<file path="config.mk">
export PLATFORM = sky130hd
export DESIGN_NAME = uart_rx_monitor
export DESIGN_NICKNAME = d
export VERILOG_FILES = /design/src/rtl/uart_pkg.sv /design/src/rtl/uart_rx_fifo.sv /design/src/rtl/uart_rx_monitor.sv
export SDC_FILE = /design/constraint.sdc
export NUM_CORES = 1
export LEC_CHECK = 0
export BUFFER_PORTS_ARGS = -buffer_cell sky130_fd_sc_hd__buf_2
export CORE_ASPECT_RATIO = 0.9
export CORE_MARGIN = 2
export CORE_UTILIZATION = 35
export DETAILED_ROUTE_END_ITERATION = 10
export GPL_TIMING_DRIVEN = 0
export PLACE_DENSITY_LB_ADDON = 0.2
export SYNTH_ARGS = -nofsm -noshare
export SYNTH_HDL_FRONTEND = slang
export SYNTH_SLANG_ARGS = --single-unit
</file>
<file path="constraint.sdc">
create_clock -name clk -period 3.5 [get_ports clk]
set_input_delay 0.875 -clock clk [delete_from_list [all_inputs] [get_ports clk]]
set_output_delay 0.875 -clock clk [all_outputs]
set_load 0.02 [all_outputs]
</file>
<file path="src/rtl/uart_pkg.sv">
// Shared definitions for the UART receive monitor.
// Build option: UART_RX_PARITY_EN selects 8E1 framing (default 8N1).
package uart_pkg;

    localparam int unsigned UART_DATA_BITS            = 8;
    localparam int unsigned UART_CLKS_PER_BIT_DEFAULT = 868;

    typedef enum logic [2:0] {
        ST_IDLE      = 3'd0,
        ST_START     = 3'd1,
        ST_DATA      = 3'd2,
        ST_PARITY    = 3'd3,
        ST_STOP      = 3'd4,
        ST_WAIT_IDLE = 3'd5
    } uart_rx_state_e;

endpackage

</file>
<file path="src/rtl/uart_rx_fifo.sv">
// Synchronous receive FIFO; pointers carry an extra wrap bit to split full from empty.
module uart_rx_fifo #(
    parameter int unsigned DEPTH = 16,
    parameter int unsigned WIDTH = 8
) (
    input  logic             clk,
    input  logic             rst_n,
    input  logic             push,
    input  logic [WIDTH-1:0] push_data,
    input  logic             pop,
    output logic [WIDTH-1:0] head_data,
    output logic             empty,
    output logic             full
);

    localparam int unsigned ADDR_W = $clog2(DEPTH);
    localparam int unsigned PTR_W  = ADDR_W + 1;

    logic [PTR_W-1:0] r_wr_ptr;
    logic [PTR_W-1:0] r_rd_ptr;
    logic [WIDTH-1:0] r_mem [DEPTH];

    logic w_pop;
    logic w_push;

    assign empty     = (r_wr_ptr == r_rd_ptr);
    assign full      = (r_wr_ptr[ADDR_W] != r_rd_ptr[ADDR_W]) &&
                       (r_wr_ptr[ADDR_W-1:0] == r_rd_ptr[ADDR_W-1:0]);
    assign w_pop     = pop && !empty;
    // A pop in the same cycle frees the slot the write needs.
    assign w_push    = push && (!full || w_pop);
    assign head_data = r_mem[r_rd_ptr[ADDR_W-1:0]];

    // Pointer and storage update; storage resets so the head reads 0 after reset.
    always_ff @(posedge clk or negedge rst_n) begin
        if (!rst_n) begin
            r_wr_ptr <= '0;
            r_rd_ptr <= '0;
            for (int i = 0; i < int'(DEPTH); i++) begin
                r_mem[i] <= '0;
            end
        end else begin
            if (w_push) begin
                r_mem[r_wr_ptr[ADDR_W-1:0]] <= push_data;
                r_wr_ptr                    <= r_wr_ptr + 1'b1;
            end
            if (w_pop) begin
                r_rd_ptr <= r_rd_ptr + 1'b1;
            end
        end
    end

endmodule

</file>
<file path="src/rtl/uart_rx_monitor.sv">
// UART receive monitor: 8N1 deserializer feeding a byte FIFO on a valid/ready stream,
// with byte counting and framing-error / overflow pulses.
// Build option: UART_RX_PARITY_EN adds an even-parity bit (8E1).
module uart_rx_monitor
    import uart_pkg::*;
#(
    parameter int unsigned CLKS_PER_BIT = UART_CLKS_PER_BIT_DEFAULT,
    parameter int unsigned FIFO_DEPTH   = 16
) (
    input  logic                      clk,
    input  logic                      rst_n,
    input  logic                      rx,
    output logic [UART_DATA_BITS-1:0] out_data,
    output logic                      out_valid,
    input  logic                      out_ready,
    output logic                      frame_err,
    output logic                      overflow,
    output logic [31:0]               byte_count
);

    localparam int unsigned CNT_W = $clog2(CLKS_PER_BIT);
    localparam int unsigned BIT_W = $clog2(UART_DATA_BITS);
    localparam logic [CNT_W-1:0] CNT_HALF = CNT_W'(CLKS_PER_BIT / 2 - 1);
    localparam logic [CNT_W-1:0] CNT_FULL = CNT_W'(CLKS_PER_BIT - 1);
    localparam logic [BIT_W-1:0] BIT_LAST = BIT_W'(UART_DATA_BITS - 1);

    logic                      r_rx_meta;
    logic                      r_rx_s;
    uart_rx_state_e            r_state;
    logic [CNT_W-1:0]          r_cnt;
    logic [BIT_W-1:0]          r_bit_idx;
    logic [UART_DATA_BITS-1:0] r_shift;
    logic                      r_frame_err;
    logic                      r_overflow;
    logic [31:0]               r_byte_count;

    uart_rx_state_e            w_state_nxt;
    logic [CNT_W-1:0]          w_cnt_nxt;
    logic [BIT_W-1:0]          w_bit_nxt;
    logic [UART_DATA_BITS-1:0] w_shift_nxt;
    logic                      w_push_c;
    logic                      w_ferr_nxt;
    logic                      w_tick_full;
    logic                      w_par_err;
    logic                      w_fifo_empty;
    logic                      w_fifo_full;
    logic                      w_pop;
    logic                      w_accept;
    logic [UART_DATA_BITS-1:0] w_head;

`ifdef UART_RX_PARITY_EN
    logic r_par_bit;
    logic w_par_nxt;
    // Even parity over data plus parity bit must come out zero.
    assign w_par_err = ^{r_shift, r_par_bit};
`else
    assign w_par_err = 1'b0;
`endif

    assign w_tick_full = (r_cnt == CNT_FULL);
    assign out_valid   = ~w_fifo_empty;
    assign out_data    = w_head;
    assign w_pop       = out_valid && out_ready;
    assign w_accept    = w_push_c && (!w_fifo_full || w_pop);
    assign frame_err   = r_frame_err;
    assign overflow    = r_overflow;
    assign byte_count  = r_byte_count;

    // Two-flop synchronizer for the asynchronous serial line (idles high).
    always_ff @(posedge clk or negedge rst_n) begin
        if (!rst_n) begin
            r_rx_meta <= 1'b1;
            r_rx_s    <= 1'b1;
        end else begin
            r_rx_meta <= rx;
            r_rx_s    <= r_rx_meta;
        end
    end

    // Receiver state, bit timing and status registers.
    always_ff @(posedge clk or negedge rst_n) begin
        if (!rst_n) begin
            r_state      <= ST_IDLE;
            r_cnt        <= '0;
            r_bit_idx    <= '0;
            r_shift      <= '0;
            r_frame_err  <= 1'b0;
            r_overflow   <= 1'b0;
            r_byte_count <= '0;
`ifdef UART_RX_PARITY_EN
            r_par_bit    <= 1'b0;
`endif
        end else begin
            r_state      <= w_state_nxt;
            r_cnt        <= w_cnt_nxt;
            r_bit_idx    <= w_bit_nxt;
            r_shift      <= w_shift_nxt;
            r_frame_err  <= w_ferr_nxt;
            r_overflow   <= w_push_c && !w_accept;
            r_byte_count <= r_byte_count + 32'(w_accept);
`ifdef UART_RX_PARITY_EN
            r_par_bit    <= w_par_nxt;
`endif
        end
    end

    // Next-state logic: start qualification, mid-bit sampling, stop check.
    always_comb begin
        w_state_nxt = r_state;
        w_cnt_nxt   = r_cnt + 1'b1;
        w_bit_nxt   = r_bit_idx;
        w_shift_nxt = r_shift;
        w_push_c    = 1'b0;
        w_ferr_nxt  = 1'b0;
`ifdef UART_RX_PARITY_EN
        w_par_nxt   = r_par_bit;
`endif
        case (r_state)
            ST_IDLE: begin
                w_cnt_nxt = '0;
                if (!r_rx_s) begin
                    w_state_nxt = ST_START;
                end
            end
            ST_START: begin
                if (r_cnt == CNT_HALF) begin
                    w_cnt_nxt   = '0;
                    w_bit_nxt   = '0;
                    // Line back high at mid-start: a glitch, not a frame.
                    w_state_nxt = r_rx_s ? ST_IDLE : ST_DATA;
                end
            end
            ST_DATA: begin
                if (w_tick_full) begin
                    w_cnt_nxt   = '0;
                    w_shift_nxt = {r_rx_s, r_shift[UART_DATA_BITS-1:1]};
                    if (r_bit_idx == BIT_LAST) begin
`ifdef UART_RX_PARITY_EN
                        w_state_nxt = ST_PARITY;
`else
                        w_state_nxt = ST_STOP;
`endif
                    end else begin
                        w_bit_nxt = r_bit_idx + 1'b1;
                    end
                end
            end
`ifdef UART_RX_PARITY_EN
            ST_PARITY: begin
                if (w_tick_full) begin
                    w_cnt_nxt   = '0;
                    w_par_nxt   = r_rx_s;
                    w_state_nxt = ST_STOP;
                end
            end
`endif
            ST_STOP: begin
                if (w_tick_full) begin
                    w_cnt_nxt = '0;
                    if (r_rx_s && !w_par_err) begin
                        w_push_c    = 1'b1;
                        w_state_nxt = ST_IDLE;
                    end else begin
                        w_ferr_nxt  = 1'b1;
                        w_state_nxt = ST_WAIT_IDLE;
                    end
                end
            end
            ST_WAIT_IDLE: begin
                // Hold off while the line stays low so a break is not read as 0x00 frames.
                w_cnt_nxt = '0;
                if (r_rx_s) begin
                    w_state_nxt = ST_IDLE;
                end
            end
            default: begin
                w_cnt_nxt   = '0;
                w_state_nxt = ST_IDLE;
            end
        endcase
    end

    uart_rx_fifo #(
        .DEPTH (FIFO_DEPTH),
        .WIDTH (UART_DATA_BITS)
    ) u_fifo (
        .clk       (clk),
        .rst_n     (rst_n),
        .push      (w_push_c),
        .push_data (w_shift_nxt),
        .pop       (w_pop),
        .head_data (w_head),
        .empty     (w_fifo_empty),
        .full      (w_fifo_full)
    );

endmodule

</file>
---- After elaboration in Yosys (flattened, before gate mapping) ----
Index checks and enable logic that the tools add are counted.
cells by class
  $add $sub $neg .......................... 5
  magnitude comparators ................... 3
  equal/unequal tests ..................... 17
  muxes and demuxes ....................... 30
  bitwise logic cells ..................... 3
  reduce and logical (&&, ||, !) cells .... 17
operators with widths
  kind                                                        number
  bitwise mux 128 bit                                         1
  two-way mux 8 bit                                           5
  adder 32 x 1 -> 32 bit                                      1
  binary-select mux 8 bit (select 4 bit)                      1
  demux 8 bit (select 4 bit)                                  1
  two-way mux 3 bit                                           10
  two-way mux 10 bit                                          2
  case mux 10 bit (2 select lines)                            1
  case mux 3 bit (5 select lines)                             1
  inequality test 2 bit, second input constant                7
  adder 10 x 1 -> 10 bit, second input constant               1
  adder 5 x 1 -> 5 bit, second input constant                 2
  equality test 10 bit, second input constant                 1
  equality test 10 x 9 -> 1 bit, second input constant        1
  >= comparator 5 bit, second input constant                  2
  NOT 4 -> 5 bit                                              2
  equality test 3 bit, second input constant                  3
  logical AND 1 bit                                           7
  two-way mux 1 bit                                           6
  case mux 3 bit (2 select lines)                             1
  AND reduction 6 bit                                         1
  equality test 5 bit                                         1
  less-than comparator 5 x 1 -> 1 bit, second input constant  1
  equality test 4 bit                                         1
  12 further kinds                                            15
storage, ports and cells
  bits in registers ....................... 198
  input port bits ......................... 4
  output and inout bits ................... 43

---- Depth between registers and ports, before layout ----
  depth after elaboration ................. 7
  gate-level depth with buffers ........... 13
  gate-level depth less buffers ........... 10

---- Cells and area by module ----
A second synthesis with hierarchy kept.
unflattened totals
  cell total of the unflattened synthesis .. 672
  area, all modules ....................... 9280.2 um^2
by module, submodules not included
  module           times used  cells each  area an instance (um^2)
  uart_rx_fifo     1           430         6488.7
  uart_rx_monitor  1           242         2791.4

---- Worst setup path before layout ----
No wires, ideal clock.
  path type ............................... register -> register
  from .................................... register r_rx_s
  to ...................................... register r_byte_count[15] (netlist: byte_count[15])
  arrival ................................. 2798 ps
  required time ........................... 3369 ps
  slack ................................... 571 ps
  stages on the path, launching flop included .. 11
  clock period less this slack ............ 2929 ps
  cell sequence ........................... dfstp_2 nor4bb_1 nand4_1 buf_4 buf_6 a21oi_1 ha_1 nand2_1 nor4_1 nand4_1 xnor2_1
on the way
  word-level cells in the longest chain between the ends .. 5
ends and longest elaborated chain
  element                   RTL line                source
  start: declaration        uart_rx_monitor.sv:28   logic r_rx_s;
  start signal: assignment  uart_rx_monitor.sv:76   r_rx_s <= r_rx_meta;
  two-way mux 1 bit         uart_rx_monitor.sv:160  if (r_rx_s && !w_par_err) begin
  two-way mux 1 bit         uart_rx_monitor.sv:158  if (w_tick_full) begin
  two-way mux 1 bit         uart_rx_monitor.sv:118  case (r_state)
  logical AND 1 bit         uart_rx_monitor.sv:64   assign w_accept = w_push_c && (!w_fifo_full || w_pop);
  adder 32 x 1 -> 32 bit    uart_rx_monitor.sv:100  r_byte_count <= r_byte_count + 32'(w_accept);
  end signal: assignment    uart_rx_monitor.sv:100
  end: declaration          uart_rx_monitor.sv:35   logic [31:0] r_byte_count;
No other way between the ends.
A chain may end at the register's enable or synchronous reset.

---- Final worst setup path ----
  from .................................... register u_fifo.r_rd_ptr[0]
  to ...................................... output port out_data[2]
on the way
  word-level cells in the longest chain between the ends .. 4
ends and longest elaborated chain
  element                                               RTL line               source
  start: declaration                                    uart_rx_fifo.sv:20     logic [PTR_W-1:0] r_rd_ptr;
  start signal: assignment                              uart_rx_fifo.sv:48     r_rd_ptr <= r_rd_ptr + 1'b1;
  NOT 4 -> 5 bit (implied by the code)                  uart_rx_fifo.sv:32     assign head_data = r_mem[r_rd_ptr[ADDR_W-1:0]];
  binary-select mux 8 bit (select 4 bit)                uart_rx_fifo.sv:32
  two-way mux 8 bit (implied by the code) (2 in a row)  uart_rx_fifo.sv:32
  end: declaration                                      uart_rx_monitor.sv:13  output logic [UART_DATA_BITS-1:0] out_data,
No other way between the ends. The select of a mux whose other input is x is not followed.

==> impl_metrics.json <==
{
  "status": "completed",
  "fin_nets": 711,
  "fin_tns_setup_ns": 0,
  "drt_iter0_markers": 291,
  "ios": 47,
  "n_antenna_cell": 0,
  "timing_worst_slew_pin_value_ns": 1.09,
  "dr.pass1.iters": 4,
  "worstReg2RegEnd": "byte_count[31]$_DFF_PN0_",
  "yosysTopAreaCell": "sky130_fd_sc_hd__dfrtp_1",
  "synth.ff_latch_count": 198,
  "worstPathRequired_ns": 2.62,
  "netlist_instances": 630,
  "maxcap_viol_count": 0,
  "timing.hold.worst.start": "r_rx_meta$_DFF_PN1_",
  "worst_vdd_drop_mv": 0.250,
  "cts_root_buffer": "sky130_fd_sc_hd__clkbuf_16",
  "die-width_microns": 176,
  "total_leakage_power_nw": 4.93,
  "vias_after_detailed_routing": 5396,
  "finalHoldViolations": 0,
  "viasPerCell": 5.11,
  "gp_congestion": 0.794,
  "grt_antenna_before_repair": 0,
  "max_slew_margin": 0.269,
  "port-buffer-count": 46,
  "grt_first_pass_wirelength_microns": 33100,
  "yosys_warnings": 0,
  "fp.dieArea_sq_mm": 0.0279,
  "final.period_utilization": 0.977,
  "maxSlewViolCount": 0,
  "clk_transition_reported_paths_ns": 0.08,
  "r2r-start": "r_rx_s$_DFF_PN1_",
  "clock_sinks": 198,
  "utilization": 0.409,
  "hold_class": "reg -> reg",
  "unique_cell_type_count_in_the_yosys_netlist": 43,
  "insertion_delay_ns": 0.43,
  "place_hpwl_microns": 13900,
  "globalRoute.totalOverflow": 0,
  "rsz_0062_raised_after_global_routing": "no",
  "syn_area_sq_mm": 0.00931,
  "route.detailed.wl_per_inst_microns": 19.5,
  "synth_top_cells_by_area": "sky130_fd_sc_hd__dfrtp_1 (53%), sky130_fd_sc_hd__mux2_2 (17%), sky130_fd_sc_hd__mux4_2 (9.7%)",
  "cts_tree": "yes",
  "worst-setup-path-type": "reg -> out",
  "setup_slack_ns": 0.0807,
  "gr-usage-all-layers": 0.155,
  "yosysSeqAreaShare": 0.533,
  "num_cts_buffers": 17,
  "sort_of_element_at_the_end_of_the_critical_path": "primary output",
  "fin_crit_ns": 3.42,
  "worstPathArrival_ns": 2.54,
  "synthesis.nets": 645,
  "yosys.area.top_type_share": 0.527,
  "power-per-cell-area_mw_per_mm2": 490,
  "grt_max_degree": 106,
  "initial_core_utilization": 0.356,
  "fp.dieH_microns": 159,
  "setup_viol": 0,
  "synth.avg_cell_area_sq_um": 14.8,
  "dp_worst_setup_slack_ns": -0.218,
  "layout.filler_cells": 2372,
  "r2r.worst_path.cells": 10,
  "cts_max_path_buffers": 2,
  "cts.htree.levels": 4,
  "floorplan.rows": 56,
  "worstPathMaxFanout": 10,
  "layout_stage_area_growth_over_the_synthesis_result_pct": 14.9,
  "skew_ns": 0.0139,
  "place_area_sq_mm": 0.0100,
  "drive_gt1_frac": 0.439,
  "fmaxAchievable_mhz": 292,
  "cp-start-kind": "flip-flop",
  "holdPathStages": 0,
  "hold_end": "r_rx_s$_DFF_PN1_",
  "wirelength_routed_microns": 20600,
  "rrSetupSlack_ns": 0.27,
  "design_power_total_w": 0.00524,
  "number_of_global_route_vias_before_repair": 5816,
  "route.detailed.drc": 0,
  "core_sq_mm": 0.0261,
  "antenna_left": 0,
  "final_area_sq_mm": 0.0107
}
## cell families (layout without fill, tap and decap cells)
| group | after synthesis | in the layout | share of synthesized area |
|---|---|---|---|
| buffers and inverters | 37 | 116 | 0.0255 |
| multiplexers | 179 | 179 | 0.265 |
| XOR/XNOR | 52 | 52 | 0.0489 |
| AO/OA/AOI/OAI | 31 | 31 | 0.0406 |
| adder cells (fa/ha/maj) | 11 | 11 | 0.0148 |
| AND/OR/NAND/NOR | 122 | 122 | 0.0726 |
| flip-flops | 198 | 198 | 0.533 |
## worst max-delay path, stage by stage, from the launching register on
cell                      delay, ns
sky130_fd_sc_hd__dfrtp_1       0.38
sky130_fd_sc_hd__buf_4         0.24
sky130_fd_sc_hd__buf_6         0.24
sky130_fd_sc_hd__mux4_2        0.56
sky130_fd_sc_hd__mux4_2        0.51
sky130_fd_sc_hd__buf_2         0.18
## registers in the layout (all words and copies together), names as in the netlist
name and count:
u_fifo.r_wr_ptr 5, r_rx_meta 1, frame_err 1, r_bit_idx 3, r_shift 8, overflow 1, byte_count 32, r_state 3
u_fifo.r_rd_ptr 5, r_cnt 10, r_rx_s 1, u_fifo.r_mem 128
## where the power goes
part	internal (W)	total (W)	switching [W]
registers	0.00232	0.00234	0.0000209
logic	0.000319	0.000836	0.000517
clock network	0.00111	0.00206	0.000951
## cell usage in the layout (no fill, tap or decap), drive strengths merged, types with 13 or more instances in the layout
| cell type | instances |
|---|---|
| nand2 | 30 |
| xor2 | 19 |
| buf | 71 |
| a211oi | 19 |
| nand4 | 21 |
| mux4 | 40 |
| clkbuf | 23 |
| mux2 | 139 |
| xnor2 | 33 |
| nor2 | 21 |
| inv | 13 |
| nand3 | 15 |
| dfrtp | 196 |
## per-layer routing
metal	part of all wire	track usage	wire length, microns	up-vias
met2	0.49	0.255	10100	67
met4	0.013	0.0417	260	0
met1	0.47	0.210	9690	2864
li1	-	-	-	2450
met3	0.027	0.0278	551	15
met5	0	0	0	-
## cells in the mapped netlist (all sizes together)
| master | number |
|---|---|
| nand3b | 1 |
| dfstp | 2 |
| a32o | 2 |
| a2bb2oi | 1 |
| nor3b | 2 |
| clkbuf | 5 |
| nor3 | 3 |
| nand4 | 21 |
| a211oi | 19 |
| buf | 24 |
| nand2b | 2 |
| mux4 | 40 |
| mux2 | 139 |
| ha | 11 |
| a21oi | 2 |
| or4b | 1 |
| nor4bb | 1 |
| o21ai | 1 |
| a22o | 2 |
| and4b | 1 |
| nor2 | 21 |
| and3 | 9 |
| dfrtp | 196 |
| nor2b | 5 |
| inv | 8 |
| xnor2 | 33 |
| nand3 | 15 |
| o22ai | 1 |
| xor2 | 19 |
| o32a | 1 |
| nand2 | 30 |
| nor4 | 7 |
| and4 | 2 |
| and2 | 1 |
| a2111oi | 2 |
## how the worst max path moves through the flow
stage / cells past startpoint / to / start / slack [ns]
4_1_cts: 10 / byte_count[31]$_DFF_PN0_ / r_rx_s$_DFF_PN1_ / 0.01
3_3_place_gp: 1 / u_fifo.r_mem[126]$_DFFE_PN0P_ / rst_n / -1.56
2_1_floorplan: 10 / byte_count[15]$_DFF_PN0_ / r_rx_s$_DFF_PN1_ / 0.57
3_5_place_dp: 10 / byte_count[19]$_DFF_PN0_ / r_rx_s$_DFF_PN1_ / -0.22
5_1_grt: 5 / out_data[2] / u_fifo.r_rd_ptr[1]$_DFFE_PN0P_ / 0.006
6_report: 5 / out_data[2] / u_fifo.r_rd_ptr[0]$_DFFE_PN0P_ / 0.08
## what timing repair did
item | CTS | global route
endpoints found under the setup margin | 15 | 17
hold buffers | 0 | 0
setup buffers | 0 | 0
resized for setup | 12 | 5
gates cloned | 0 | 0
## area by class of cell
cell class / count / area (sq um) / area share
well taps: 348 / 435 / 0.0407
flip-flops and latches: 198 / 4960 / 0.463
repair buffers: 47 / 268 / 0.0250
multi-input cells: 395 / 4140 / 0.387
inverters: 8 / 30.0 / 0.00281
plain buffers: 29 / 241 / 0.0226
clock buffers: 18 / 439 / 0.0410
clock inverters: 14 / 188 / 0.0175
## stage by stage
| stage | cells | hold slack, ns |
|---|---|---|
| 2_1_floorplan | 630 | 0.345 |
| 3_3_place_gp | 1024 | 0.347 |
| 3_5_place_dp | 1025 | 0.353 |
| 4_1_cts | 1057 | 0.355 |
| 5_1_grt | 1057 | 0.353 |
| 6_report | 1057 | 0.350 |
Note: power is estimated with default switching activity, not from simulation.
